<file path="src/rtl/frame_scheduler.sv">
// Frame scheduler: walks raymarcher coordinates in raster order and streams
// RGB565 results to a row-major framebuffer, one pixel per accepted done strobe.
module frame_scheduler #(
    parameter int WIDTH  = 1280,
    parameter int HEIGHT = 720
) (
    input  logic                               clk_pixel_in,
    input  logic                               rst_in,
    input  logic                               frame_start_in,
    input  logic                               continuous_in,
    input  logic                               pixel_done_in,
    input  logic [7:0]                         red_in,
    input  logic [7:0]                         green_in,
    input  logic [7:0]                         blue_in,
    output logic [$clog2(WIDTH)-1:0]           curr_x,
    output logic [$clog2(HEIGHT)-1:0]          curr_y,
    output logic [$clog2(WIDTH*HEIGHT)-1:0]    fb_addr_out,
    output logic [15:0]                        fb_data_out,
    output logic                               fb_we_out,
    output logic                               busy_out,
    output logic                               frame_done_out
);

    localparam int XW = $clog2(WIDTH);
    localparam int YW = $clog2(HEIGHT);
    localparam int AW = $clog2(WIDTH * HEIGHT);
    localparam logic [XW-1:0] X_LAST = XW'(WIDTH - 1);
    localparam logic [YW-1:0] Y_LAST = YW'(HEIGHT - 1);

    typedef enum logic [1:0] {
        IDLE,
        PRIME,
        RUN
    } state_t;

    state_t          state_q;
    logic [XW-1:0]   curr_x_q;
    logic [YW-1:0]   curr_y_q;
    logic [AW-1:0]   wr_cnt_q;
    logic [AW-1:0]   addr_q;
    logic [15:0]     data_q;
    logic            we_q;
    logic            busy_q;
    logic            done_q;

    logic [XW-1:0]   curr_x_d;
    logic [YW-1:0]   curr_y_d;
    logic [15:0]     pix_d;
    logic            last_d;
    logic            unused_lsbs;

    assign unused_lsbs = ^{red_in[2:0], green_in[1:0], blue_in[2:0]};

    always_comb begin
        curr_x_d = curr_x_q + XW'(1);
        curr_y_d = curr_y_q;
        last_d   = 1'b0;
        pix_d    = {red_in[7:3], green_in[7:2], blue_in[7:3]};
        if (curr_x_q == X_LAST) begin
            curr_x_d = '0;
            curr_y_d = curr_y_q + YW'(1);
            if (curr_y_q == Y_LAST) begin
                curr_y_d = '0;
                last_d   = 1'b1;
            end
        end
    end

    always_ff @(posedge clk_pixel_in or posedge rst_in) begin
        if (rst_in) begin
            state_q  <= IDLE;
            curr_x_q <= '0;
            curr_y_q <= '0;
            wr_cnt_q <= '0;
            addr_q   <= '0;
            data_q   <= '0;
            we_q     <= 1'b0;
            busy_q   <= 1'b0;
            done_q   <= 1'b0;
        end else begin
            we_q   <= 1'b0;
            done_q <= 1'b0;
            case (state_q)
                IDLE: begin
                    if (frame_start_in) begin
                        state_q  <= PRIME;
                        busy_q   <= 1'b1;
                        wr_cnt_q <= '0;
                    end
                end
                // first done after (re)priming carries a stale result
                PRIME: begin
                    if (pixel_done_in) state_q <= RUN;
                end
                RUN: begin
                    if (pixel_done_in) begin
                        we_q     <= 1'b1;
                        addr_q   <= wr_cnt_q;
                        data_q   <= pix_d;
                        wr_cnt_q <= wr_cnt_q + AW'(1);
                        curr_x_q <= curr_x_d;
                        curr_y_q <= curr_y_d;
                        if (last_d) begin
                            done_q   <= 1'b1;
                            wr_cnt_q <= '0;
                            state_q  <= continuous_in ? PRIME : IDLE;
                            busy_q   <= continuous_in;
                        end
                    end
                end
                default: begin
                    state_q <= IDLE;
                    busy_q  <= 1'b0;
                end
            endcase
        end
    end

    assign curr_x         = curr_x_q;
    assign curr_y         = curr_y_q;
    assign fb_addr_out    = addr_q;
    assign fb_data_out    = data_q;
    assign fb_we_out      = we_q;
    assign busy_out       = busy_q;
    assign frame_done_out = done_q;

endmodule

</file>
<file path="config.mk">
export PLATFORM = sky130hd
export DESIGN_NAME = frame_scheduler
export DESIGN_NICKNAME = d
export VERILOG_FILES = /design/src/rtl/frame_scheduler.sv
export SDC_FILE = /design/constraint.sdc
export NUM_CORES = 1
export LEC_CHECK = 0
export CAP_MARGIN = 25
export CORE_UTILIZATION = 35
export CTS_BUF_LIST = sky130_fd_sc_hd__clkbuf_8
export CTS_CLUSTER_SIZE = 30
export DETAILED_ROUTE_END_ITERATION = 8
export PLACE_DENSITY = 0.63
export SYNTH_ARGS = -nofsm -noshare
export SYNTH_HDL_FRONTEND = slang
export SYNTH_SLANG_ARGS = --single-unit
export TNS_END_PERCENT = 100
</file>
<file path="constraint.sdc">
create_clock -name clk_pixel_in -period 7.1 [get_ports clk_pixel_in]
set_input_delay 1.42 -clock clk_pixel_in [delete_from_list [all_inputs] [get_ports clk_pixel_in]]
set_output_delay 1.42 -clock clk_pixel_in [all_outputs]
set_load 0.005 [all_outputs]
</file>
# [Yosys cells after proc, flatten, opt, wreduce, memory -nomap -nowiden]
# Index checks and enable logic that the tools add are counted.
[totals] register_bits=82 output_inout_bits=60 elab_cells=51
[classes] add_sub_neg=3 eq_ne=8 mux=23 n_bitwise=1 reduce_logical=7
[op_table] cell="20-bit 2-to-1 mux" n=3
[op_table] cell="20-bit case mux with 2 select lines" n=1
[op_table] cell="20-bit by 1-bit adder with 20-bit output, second input constant" n=1
[op_table] cell="11-bit by 1-bit adder with 11-bit output, second input constant" n=1
[op_table] cell="11-bit equality test, second input constant" n=1
[op_table] cell="1-bit 2-to-1 mux" n=11
[op_table] cell="11-bit 2-to-1 mux" n=1
[op_table] cell="10-bit by 1-bit adder with 10-bit output, second input constant" n=1
[op_table] cell="10-bit equality test, second input constant" n=1
[op_table] cell="10-bit 2-to-1 mux" n=1
[op_table] cell="2-bit 2-to-1 mux" n=4
[op_table] cell="2-bit != test, second input constant" n=4
[op_table] cell="4-bit AND reduction" n=2
[op_table] cell="2-bit case mux with 3 select lines" n=1
[op_table] cell="3-bit AND reduction" n=2
[op_table] cell="1-bit case mux with 3 select lines" n=1
[op_table] cell="2-bit by 1-bit equality test with 1-bit output, second input constant" n=1
[op_table] cell="2-bit equality test, second input constant" n=1
[op_table] cell="2-bit zero test" n=1
[op_table] cell="2-bit AND reduction" n=1
[op_table] cell="2-bit nonzero test" n=1
[op_table] cell="1-bit inverter" n=1

# [Logic depth before layout (Yosys ltp)]
[depth] word_depth=6 mapped_depth=7 mapped_depth_nobuf=6

# [Worst setup path before layout]
# OpenSTA, ideal clock, no wires.
[synth_timing] path_kind="input to register" from="input port pixel_done_in" to="register busy_q (netlist: busy_out)" setup_time_ns=0.126 arrival_ns=2.352 required_time_ns=6.974 slack_ns=4.622 cell_stages=4 n_path_buf=0 path_cell_list="mux2i_1 > or2_1 > nor2_4 > a221o_1"
[synth_between] elab_chain_len=2
[synth_rtl] element="from (decl)" line="11" rtl="input logic pixel_done_in,"
[synth_rtl] element="2-bit != test (no line)"
[synth_rtl] element="4-bit AND reduction (no line)"
[synth_rtl] element="to (signal assigned)" line="107" rtl="busy_q <= continuous_in;"
[synth_rtl] element="to (decl)" line="43" rtl="logic busy_q;"
# No other way between the ends.
# A chain may end at the register's enable or synchronous reset.

# [Worst setup path after layout]
[layout_timing] from="input port pixel_done_in" to="register curr_x_q[9] (netlist: curr_x[9])"
[layout_between] elab_chain_len=1
[layout_rtl] element="2-bit AND reduction (no line)"
[layout_rtl] element="to (signal assigned)" line="101" rtl="curr_x_q <= curr_x_d;"
[layout_rtl] element="to (decl)" line="37" rtl="logic [XW-1:0] curr_x_q;"
# No other way between the ends.

==> summary.txt <==
Critical path
  – Element type at the critical path start: input pin
  – CP required: 7.37 ns
  – Reg2Reg Depth: 7
  – Reg-to-reg slack, setup: 4.19 ns
  – CP endpoint kind: flip-flop
  – Crit-path max FO: 48
  – Critical path arrival: 4.30 ns
  – Type of the worst setup path: input pin to flip-flop

Synth
  – Avg Cell Area, Syn: 9.36 µm²
  – Distinct cells, synth: 47
  – Count leader, synth: nand2_1
  – Sequential-to-total area share from yosys stat: 0.547
  – Top_reg_cell synth: dfrtp_1
  – Cells after Synth: 401
  – Post-synth top cells: 125 x nand2_1, 82 x dfrtp_1, 27 x o21ai_0
  – Leading area contributor after synthesis: dfrtp_1
  – Top cells by area, synth: dfrtp_1 55%, nand2_1 13%, o21ai_0 3.6%
  – Top cell type's share of synthesized area: 0.547
  – Post-synthesis cell area: 3750 µm²
  – Post-synth EDFFs: 0
  – Syn nets: 433
  – Yosys warnings: 0
  – Seq cells post-synth: 82
  – Share of flip-flops with an asynchronous set or reset: 1.00

Placed design
  – Placed insts: 607
  – Routability cong.: 0.795
  – Port buffer count: 80
  – Final HPWL DP: 5750 µm

Clock network
  – Root buffer cell: clkbuf_8
  – Worst-Skew Late Latency: 0.35 ns
  – Clock transition at the registers of the reported paths: 0.08 ns
  – Setup Fix Bufs, Post-CTS: 0
  – Sink Count: 82
  – H-tree lvl count: 3
  – CTS tree: done
  – CTS Buffer Depth: 2
  – PostCTS Resize Cnt: 0
  – Cts hold-fix bufs: 0
  – Cts bufs inserted: 9

Timing
  – Slew Limit Fails: 0
  – Final setup violation count: 0
  – Highest clock rate: 248 MHz
  – Relative slew slack: 0.562
  – Final min period: 4.03 ns
  – TNS Setup: 0 ns
  – Final period util: 0.568
  – Worst Tran Pin Value: 0.653 ns
  – Unrepaired setup endpoints after global routing: false
  – Final Hold Fails: 0
  – Skew final: 0.00976 ns

GRT
  – First-pass GRT wire length: 14400 µm
  – GR Overflow Total: 0
  – Antenna violations before repair: 0
  – Largest net degree at the start of global routing: 53
  – Vias in the first global route: 2975
  – Total GRT Usage: 0.161

Hold path
  – Hold path cells: 2
  – HP Class: flip-flop to flip-flop

Layout
  – Reg area: 2050 µm²
  – Layout cell share with drive strength beyond 1: 0.0657
  – Final nets: 514
  – ANT cells: 0
  – Final core occ: 0.474
  – Non-filler cells, final: 623
  – Multi-input gate area: 1600 µm²
  – Area grow syn2layout: 30.9%
  – # fillers: 1025

Routing
  – Final ANT Viol Nets: 0
  – DR vias: 3087
  – Wire length per cell: 13.3 µm
  – Vias per cell: 4.96
  – Drt pass-1 iters: 4
  – DRC Markers: 0
  – Total wire length: 8320 µm
  – First DRT Iteration DRCs: 155

Floorplan
  – IO Count: 89
  – Chip height: 106 µm
  – Core ar.: 10400 µm²
  – Row cnt: 37
  – Die W: 106 µm
  – Initial core utilization: 0.362
  – Die area: 11100 µm²

Run status
  – Run status: completed

Pwr
  – Pwr Density: 225 nW/µm²
  – Total power: 1100 µW
  – Leak pwr: 0.00226 µW
  – Peak supply drop: 121 µV

Flow run
  – Max-cap violations: 0
## report_power, final
group | internal [µW] | switching [µW] | leakage [µW]
clock | 173 | 171 | 0.000100
sequential | 519 | 57.0 | 0.00105
combinational | 107 | 76.8 | 0.00111
## worst paths after layout
| check | start | end |
|---|---|---|
| setup / recovery | pixel_done_in | curr_x[9] |
| hold / removal | fb_addr_out[1] | fb_addr_out[1] |
| setup reg to reg | state_q[0] | curr_x[9] |
| hold reg to reg | fb_addr_out[1] | fb_addr_out[1] |
| max in group asynchronous | rst_in | fb_addr_out[11] |
| min in group asynchronous | rst_in | fb_data_out[11] |
## registers in the layout, summed over array words and instances (netlist names)
register	count
busy_out	1
fb_data_out	16
frame_done_out	1
wr_cnt_q	20
fb_addr_out	20
curr_y	10
fb_we_out	1
curr_x	11
state_q	2
## cell type report
class,count,share of cell area
well taps,136,0.0346
multi-input cells,296,0.327
repair buffers,83,0.172
flip-flops and latches,82,0.418
clock buffers,10,0.0280
inverters,10,0.00790
clock inverters,6,0.0135
## metrics by stage
step / cell area [µm²] / hold slack [ns] / worst slack [ns]
after detailed placement: 4710 / 0.463 / 2.63
after global placement: 4680 / 0.459 / 2.70
after floorplan: 3750 / 0.468 / 3.57
final: 4910 / 0.476 / 3.07
after global routing: 4910 / 0.503 / 2.80
after CTS: 4910 / 0.483 / 3.00
## layer usage
metal  global-route usage  vias up  share of wire
li1                     -     1523              -
met1                0.210     1490           0.47
met2                0.271       64           0.48
met3               0.0204       10          0.028
met4               0.0675        0          0.016
met5                    0        -              0
## cells by family (layout without fill, tap and decap cells)
group	Yosys count	count (layout)	synth area share
xor+xnor	16	16	0.0373
fa+ha+maj	3	3	0.0100
simple gates	217	217	0.281
mux	2	2	0.00533
compound gates	58	58	0.0933
buf+inv	23	109	0.0260
flops	82	82	0.547
## cells in the final DEF, fill, tap and decap left out, types with 5 or more instances in the layout
cell             instances
nor2_1                  20
a21o_1                   7
nand3_1                 15
xnor2_1                  5
clkdlybuf4s50_1         80
nand2_1                125
a21oi_1                  9
clkbuf_8                10
xor2_1                  11
inv_1                   10
or3_1                    5
nand4_1                 14
and3_1                   6
dfrtp_1                 82
and4_1                   6
o21ai_0                 27
nor3_1                   5
## worst max-delay path, stage by stage
cell,delay [ns]
clkdlybuf4s50_1,0.64
nand3b_4,0.48
inv_1,0.68
buf_4,0.37
and3_1,0.24
nand3_1,0.13
nor2_1,0.15
xor2_1,0.15
(Power assumes the default switching activity.)
